$ cat src/rtl/wb_stage.sv
// Writeback stage: retires ALU results and load data into the decode-stage register file.
// Optional load sub-word extraction/extension is enabled by defining WB_LOAD_EXT_EN.
module wb_stage #(
    parameter int ADDR_LINE = 5,
    parameter int D_SIZE    = 32,
    parameter int LOAD_LAT  = 1
) (
    input  logic                 clk,
    input  logic                 reset,
    input  logic                 in_valid,
    output logic                 in_ready,
    input  logic                 in_reg_wr,
    input  logic                 in_is_load,
    input  logic [ADDR_LINE-1:0] in_dest,
    input  logic [D_SIZE-1:0]    in_alu_data,
    input  logic [D_SIZE-1:0]    mem_read_data,
`ifdef WB_LOAD_EXT_EN
    input  logic [1:0]           in_ld_size,
    input  logic                 in_ld_signed,
`endif
    output logic                 w_f_wb,
    output logic [ADDR_LINE-1:0] addr_in_f_wb,
    output logic [D_SIZE-1:0]    write_data_f_wb,
    output logic                 hazard,
    output logic [31:0]          retire_count
);

    typedef enum logic {IDLE, WAIT} state_t;

    state_t                 state, state_nxt;
    logic [2:0]             cnt;
    logic [ADDR_LINE-1:0]   pend_dest;
    logic                   pend_wr;
    logic                   accept;
    logic [D_SIZE-1:0]      load_data;

    assign accept = in_valid & in_ready;

`ifdef WB_LOAD_EXT_EN
    logic [1:0] pend_size;
    logic       pend_signed;

    always_comb begin
        load_data = mem_read_data;
        case (pend_size)
            2'd0: load_data = {{(D_SIZE-8){pend_signed & mem_read_data[7]}}, mem_read_data[7:0]};
            2'd1: load_data = {{(D_SIZE-16){pend_signed & mem_read_data[15]}}, mem_read_data[15:0]};
            default: load_data = mem_read_data;
        endcase
    end
`else
    always_comb begin
        load_data = mem_read_data;
    end
`endif

    always_ff @(posedge clk) begin
        if (reset) state <= IDLE;
        else       state <= state_nxt;
    end

    always_comb begin
        state_nxt = state;
        case (state)
            IDLE: if (accept && in_is_load) state_nxt = WAIT;
            WAIT: if (cnt == 3'd1)          state_nxt = IDLE;
            default: state_nxt = IDLE;
        endcase
    end

    always_comb begin
        in_ready = (state == IDLE);
        hazard   = (state == WAIT);
    end

    // Suppressed writes (reg_wr=0 or dest 0) still walk through WAIT so load timing is uniform.
    always_ff @(posedge clk) begin
        if (reset) begin
            w_f_wb          <= 1'b0;
            addr_in_f_wb    <= '0;
            write_data_f_wb <= '0;
            retire_count    <= '0;
            cnt             <= '0;
            pend_dest       <= '0;
            pend_wr         <= 1'b0;
`ifdef WB_LOAD_EXT_EN
            pend_size       <= '0;
            pend_signed     <= 1'b0;
`endif
        end else begin
            w_f_wb <= 1'b0;
            if (accept) retire_count <= retire_count + 32'd1;
            case (state)
                IDLE: begin
                    if (accept) begin
                        if (in_is_load) begin
                            cnt       <= 3'(LOAD_LAT);
                            pend_dest <= in_dest;
                            pend_wr   <= in_reg_wr && (in_dest != '0);
`ifdef WB_LOAD_EXT_EN
                            pend_size   <= in_ld_size;
                            pend_signed <= in_ld_signed;
`endif
                        end else if (in_reg_wr && (in_dest != '0)) begin
                            w_f_wb          <= 1'b1;
                            addr_in_f_wb    <= in_dest;
                            write_data_f_wb <= in_alu_data;
                        end
                    end
                end
                WAIT: begin
                    cnt <= cnt - 3'd1;
                    if (cnt == 3'd1 && pend_wr) begin
                        w_f_wb          <= 1'b1;
                        addr_in_f_wb    <= pend_dest;
                        write_data_f_wb <= load_data;
                    end
                end
                default: ;
            endcase
        end
    end

endmodule

$ cat config.mk
export PLATFORM = sky130hd
export DESIGN_NAME = wb_stage
export DESIGN_NICKNAME = d
export VERILOG_FILES = /design/src/rtl/wb_stage.sv
export SDC_FILE = /design/constraint.sdc
export NUM_CORES = 1
export LEC_CHECK = 0
export ABC_AREA = 1
export ABC_CLOCK_PERIOD_IN_PS = 3560
export CORE_MARGIN = 4
export CORE_UTILIZATION = 45
export DETAILED_ROUTE_END_ITERATION = 6
export DONT_BUFFER_PORTS = 1
export PLACE_DENSITY = 0.59
export REMOVE_ABC_BUFFERS = 1
export SLEW_MARGIN = 10
export SYNTH_ARGS = -nofsm -noshare
export SYNTH_HDL_FRONTEND = slang
export SYNTH_SLANG_ARGS = --single-unit
export TNS_END_PERCENT = 50
$ cat constraint.sdc
create_clock -name clk -period 3.56 [get_ports clk]
set_input_delay 0.712 -clock clk [delete_from_list [all_inputs] [get_ports clk]]
set_output_delay 0.712 -clock clk [all_outputs]
set_load 0.01 [all_outputs]
* Word level (Yosys, flattened, before mapping)
Cells that the tools add are included.
** Word-level totals
- Flip-flop bits (word level) :: 80
- Bits in latches :: 0
- Bits in writable memories :: 0
- ROM bits :: 0
- Bits of input ports :: 74
- Output and inout port bits :: 72
- Logic and storage cells :: 46
- Memories kept :: 0
** Operators by class
- Add/subtract/negate cells :: 2
- Multipliers :: 0
- Div/mod/pow operators :: 0
- $lt $le $gt $ge :: 0
- Equal/unequal tests :: 6
- Shifts and indexed selects :: 0
- Muxes and demuxes :: 21
- Bitwise operators :: 2
- Reduce and logical (&&, ||, !) cells :: 7
** Operator list (count)
- $mux W32 :: 4
- $pmux W32 S2 :: 1
- $add A32 B1 Y32 const B :: 1
- $mux W5 :: 4
- $pmux W5 S2 :: 1
- $ne A2 B1 Y1 const B :: 4
- $mux W1 :: 6
- $mux W3 :: 2
- $pmux W3 S2 :: 1
- $reduce_bool A5 Y1 :: 1
- $pmux W1 S2 :: 2
- $reduce_and A4 Y1 :: 1
- $eq A3 B1 Y1 const B :: 1
- $logic_and A1 B1 Y1 :: 3
- $reduce_and A3 Y1 :: 1
- $sub A3 B1 Y3 const B :: 1
- $ne A2 B2 Y1 const B :: 1
- $reduce_and A2 Y1 :: 1
- $and A1 B1 Y1 :: 1
- $not A1 Y1 :: 1

* Longest topological paths before layout
- Word-level depth :: 6
- Depth in mapped cells :: 12
- Depth with buffers taken out :: 9

* Least setup slack after synthesis
OpenSTA, ideal clock, no wires.
- Kind :: input to register
- From :: in in_valid
- To :: reg addr_in_f_wb[0]
- Setup time :: 0.116 ns
- Data arrival time :: 1.525 ns
- Required time :: 3.444 ns
- Setup slack :: 1.919 ns
- Cell stages on the path :: 10
- Path buffers :: 3
- Cell sequence :: nand2_4 -> nor2_1 -> nand3_1 -> nand2_1 -> buf_6 -> inv_2 -> buf_6 -> buf_6 -> nor2_2 -> nor2_1
** Between the ends
- Cells in the longest elaborated chain, start to end :: 3
** RTL lines
- from (decl) :: RTL line 10 : input logic in_valid,
- $and A1 B1 Y1 :: RTL line 37 : assign accept = in_valid & in_ready;
- $ne A2 B1 Y1 (no line)
- $reduce_and A4 Y1 (no line)
- to (signal assigned) :: RTL line 106 : addr_in_f_wb <= in_dest;
- to (signal assigned) :: RTL line 115 : addr_in_f_wb <= pend_dest;
- to (decl) :: RTL line 22 : output logic [ADDR_LINE-1:0] addr_in_f_wb,
No other way between the ends.
A chain may end at the register's enable or synchronous reset.

* Final worst setup path
- From :: reg state, in the netlist hazard
- To :: reg write_data_f_wb[2]
** Between the ends
- Cells in the longest elaborated chain, start to end :: 4
- Elaborated cells between the ends (all ways) :: 8
- Classes of those cells :: 4 x eq/ne; 1 x mux; 2 x bitwise; 1 x reduce/logical
** RTL lines
- from (decl) :: RTL line 30 : state_t state, state_nxt;
- from (signal assigned) :: RTL line 59 : else state <= state_nxt;
- $not A1 Y1 *
- via in_ready :: RTL line 11 : output logic in_ready,
- $and A1 B1 Y1 :: RTL line 37
- $ne A2 B1 Y1 (no line)
- $reduce_and A4 Y1 (no line)
- to (signal assigned) :: RTL line 107 : write_data_f_wb <= in_alu_data;
- to (signal assigned) :: RTL line 116 : write_data_f_wb <= load_data;
- to (decl) :: RTL line 23 : output logic [D_SIZE-1:0] write_data_f_wb,
Mark *: on every way through the listed nets, which the timed path passes. The rest lies on a longest branch.

==> impl_metrics.toml <==
[timing]
rsz0062_at_grt = "no"
fmax_mhz = 472.2
whs_ps = 423.9
tightest_slew_ps = 720.0
hold_violations = 0
setup_tns_ps = 0
relSlewSlack = 0.5193
min_period_over_period = 0.5949
finClkSkew_ps = 10.89
finalSetupViolCount = 0
min_period_ps = 2118
finalMaxSlewViolations = 0

[detailed_routing]
drtPass1Iterations = 4
dr_total_vias = 3557
drc = 0
wirelength_mm = 9.539
wl_per_cell_um = 13.59
ant_nets = 0
drt_iter0_markers = 113
viasPerCell = 5.067

[floorplanning]
initial_utilization = 0.4668
die_h_um = 100.8
coreArea_um2 = 8299
rows = 33
dieWidth_um = 100.8
num_io_pins = 146
dieArea_um2 = 10160

[place]
routabilityCongestion = 0.9175
hpwl_mm = 6.967
dp.cells = 686
numPortBuffers = 0

[power]
power_w = 0.001846
combPwrFrac = 0.082
p_clk_frac = 0.394
pwr_density_cell_nw_per_um2 = 449.6
switching_power_w = 0.0004718
vdd_drop_max_v = 0.0001887
leakage_nw = 1.763
p_int_w = 0.001374
seq_power_share = 0.524
swShare = 0.2556

[final_layout]
nets = 669
diodes = 0
drive_above_1_share = 0.05863
area_growth_pct = 5.976
stdcell_count = 702

[setup_path]
cp_max_fo = 46
max_stage_delay_ps = 360
crit_path_end_kind = "register"
slowest_stage = "inv_2"
cp_data_arrival_time_ps = 2350
cp_common_cell = "nor2_1"
required_ps = 3790
start_kind = "register"
crit_chain = "inv_6 -> nand2_4 -> nor2_1 -> nand3_1 -> nand2_1 -> buf_4 -> inv_2 -> nor2_1 -> nor2_1"
reg2reg_slack_ps = 1440
worstSetupPathType = "register to register"

[cts]
post-cts-setup-buffer-count = 0
clockBufferDepth = 2
postCtsHoldBufs = 0
numCtsBuffers = 9
cts_root_buf = "clkbuf_8"
cts.sink_count = 80
cts_tree = "done"
clock_latency_ps = 340
cts_max_level = 3
ctsResizeCount = 0
path_clk_slew_ps = 90

[synth]
synth_top_area_frac = 0.4134
netlist-cell-type-count = 27
ys_ff_latch = 80
synth.avg_cell_area_um2 = 6.424
synth_cells = 603
synth_area_um2 = 3874
synth_area_leaders = "dfxtp_1 41%, nand2_1 18%, nor2_1 12%"
ys_warn_count = 0
yosysTopAreaCell = "dfxtp_1"
ys_seq_area_frac = 0.4134

[global_route]
overflow = 0
grt_use_met1 = 0.2142
grt_max_degree = 47
track_usage = 0.1865
grt-busiest-layer = "met2"
grt_pass1_vias = 3139
use_met2 = 0.3094
grt_first_pass_wirelength_mm = 15.16
met3_usage = 0.07266
antenna_found_initial = 0

[hold_path]
hp-class = "input port to register"

[run_status]
outcome = "finished, final reports clean"

[run]
max_cap_violations = 0
-- state kept, by name, summed over array words and instances (netlist names) --
name             cells
cnt                  3
write_data_f_wb     32
retire_count        32
hazard               1
w_f_wb               1
addr_in_f_wb         5
pend_dest            5
pend_wr              1
-- critical path, delay by kind of cell (launching register included) --
family                 cells  cell delay (ps)
DFF                        1              350
buffers and inverters      3              950
and+or+nand+nor            6              700
-- power by group through the flow --
| stage | Clock [W] | Sequential (W) | Combinational, W |
|---|---|---|---|
| finish | 0.000727 | 0.000967 | 0.000152 |
| global route | 0.000787 | 0.000973 | 0.000180 |
| CTS | 0.000748 | 0.000968 | 0.000155 |
| detailed placement | 0 | 0.000989 | 0.000154 |
| global placement | 0 | 0.000989 | 0.000150 |
| floorplan | 0 | 0.000986 | 0.000113 |
-- synthesized netlist by cell type --
library cell,instances
inv_1,41
o22ai_1,1
nor3_1,8
ha_1,3
inv_6,1
nand2_4,1
nand3b_1,2
xor2_1,2
o21ai_0,59
nand4_1,1
nor2_1,124
inv_2,1
a21oi_1,25
buf_1,1
clkbuf_1,16
clkinv_1,1
buf_6,5
o21a_1,2
nand2_1,187
nand3_1,22
nor2_4,1
nor3b_1,1
dfxtp_1,80
buf_2,3
nor2_2,13
o21bai_1,1
nor3b_2,1
-- area by class of cell --
cell class	count	area (µm²)
Clock buffer	11	131.4
Clock inverter	5	81.33
Fill cell	842	4194
Inverter	44	170.2
Multi-Input combinational cell	454	1967
Sequential cell	80	1602
Tap cell	105	131.4
Timing Repair Buffer	3	22.52
-- metrics by stage --
step / cell area (µm²) / setup slack [ps] / util
after floorplan: 3739 / 814.0 / -
after global placement: 3892 / 1421 / 0.4690
after detailed placement: 3892 / 1383 / 0.4690
after CTS: 4105 / 1416 / 0.4946
after global routing: 4105 / 1221 / 0.4946
final: 4105 / 1442 / 0.4946
-- per-layer routing --
metal  part of all wire  wire (µm)
met1               0.40       3803
met4              0.017        165
met5                  0          0
met3               0.11       1041
met2               0.47       4529
-- kinds of logic after synthesis --
logic type,after synthesis,synth area share
flops,80,0.4134
simple gates,361,0.3776
xor+xnor,2,0.004523
compound gates,88,0.1160
fa+ha+maj,3,0.009691
buf+inv,69,0.07881
-- cell usage in the layout, fill, tap and decap left out --
master / Yosys / final
dfxtp_1: 80 / 80
clkinv_2: 0 / 1
ha_1: 3 / 3
nand4_1: 1 / 1
buf_4: 0 / 3
o21ai_0: 59 / 59
o22ai_1: 1 / 1
nor2_1: 124 / 124
nand2_1: 187 / 187
nand3_1: 22 / 22
clkinv_4: 0 / 1
nor2_2: 13 / 13
nor3b_2: 1 / 1
clkbuf_1: 16 / 2
o21bai_1: 1 / 1
clkinv_1: 1 / 1
inv_1: 41 / 41
o21a_1: 2 / 2
clkinvlp_4: 0 / 1
nand3b_1: 2 / 2
a21oi_1: 25 / 25
nor2_4: 1 / 1
nor3b_1: 1 / 1
nand2_4: 1 / 1
inv_2: 1 / 1
xor2_1: 2 / 2
nor3_1: 8 / 8
inv_6: 1 / 1
bufinv_16: 0 / 2
clkbuf_8: 0 / 9
-- path summary, 6_finish.rpt --
check | start | endpoint | cells after the start
hold reg to reg | pend_dest[3] | pend_dest[3] | 2
setup / recovery | hazard | write_data_f_wb[2] | 9
setup reg to reg | hazard | write_data_f_wb[2] | 9
hold / removal | reset | retire_count[7] | 1
Power figures use the tool's default switching activity.
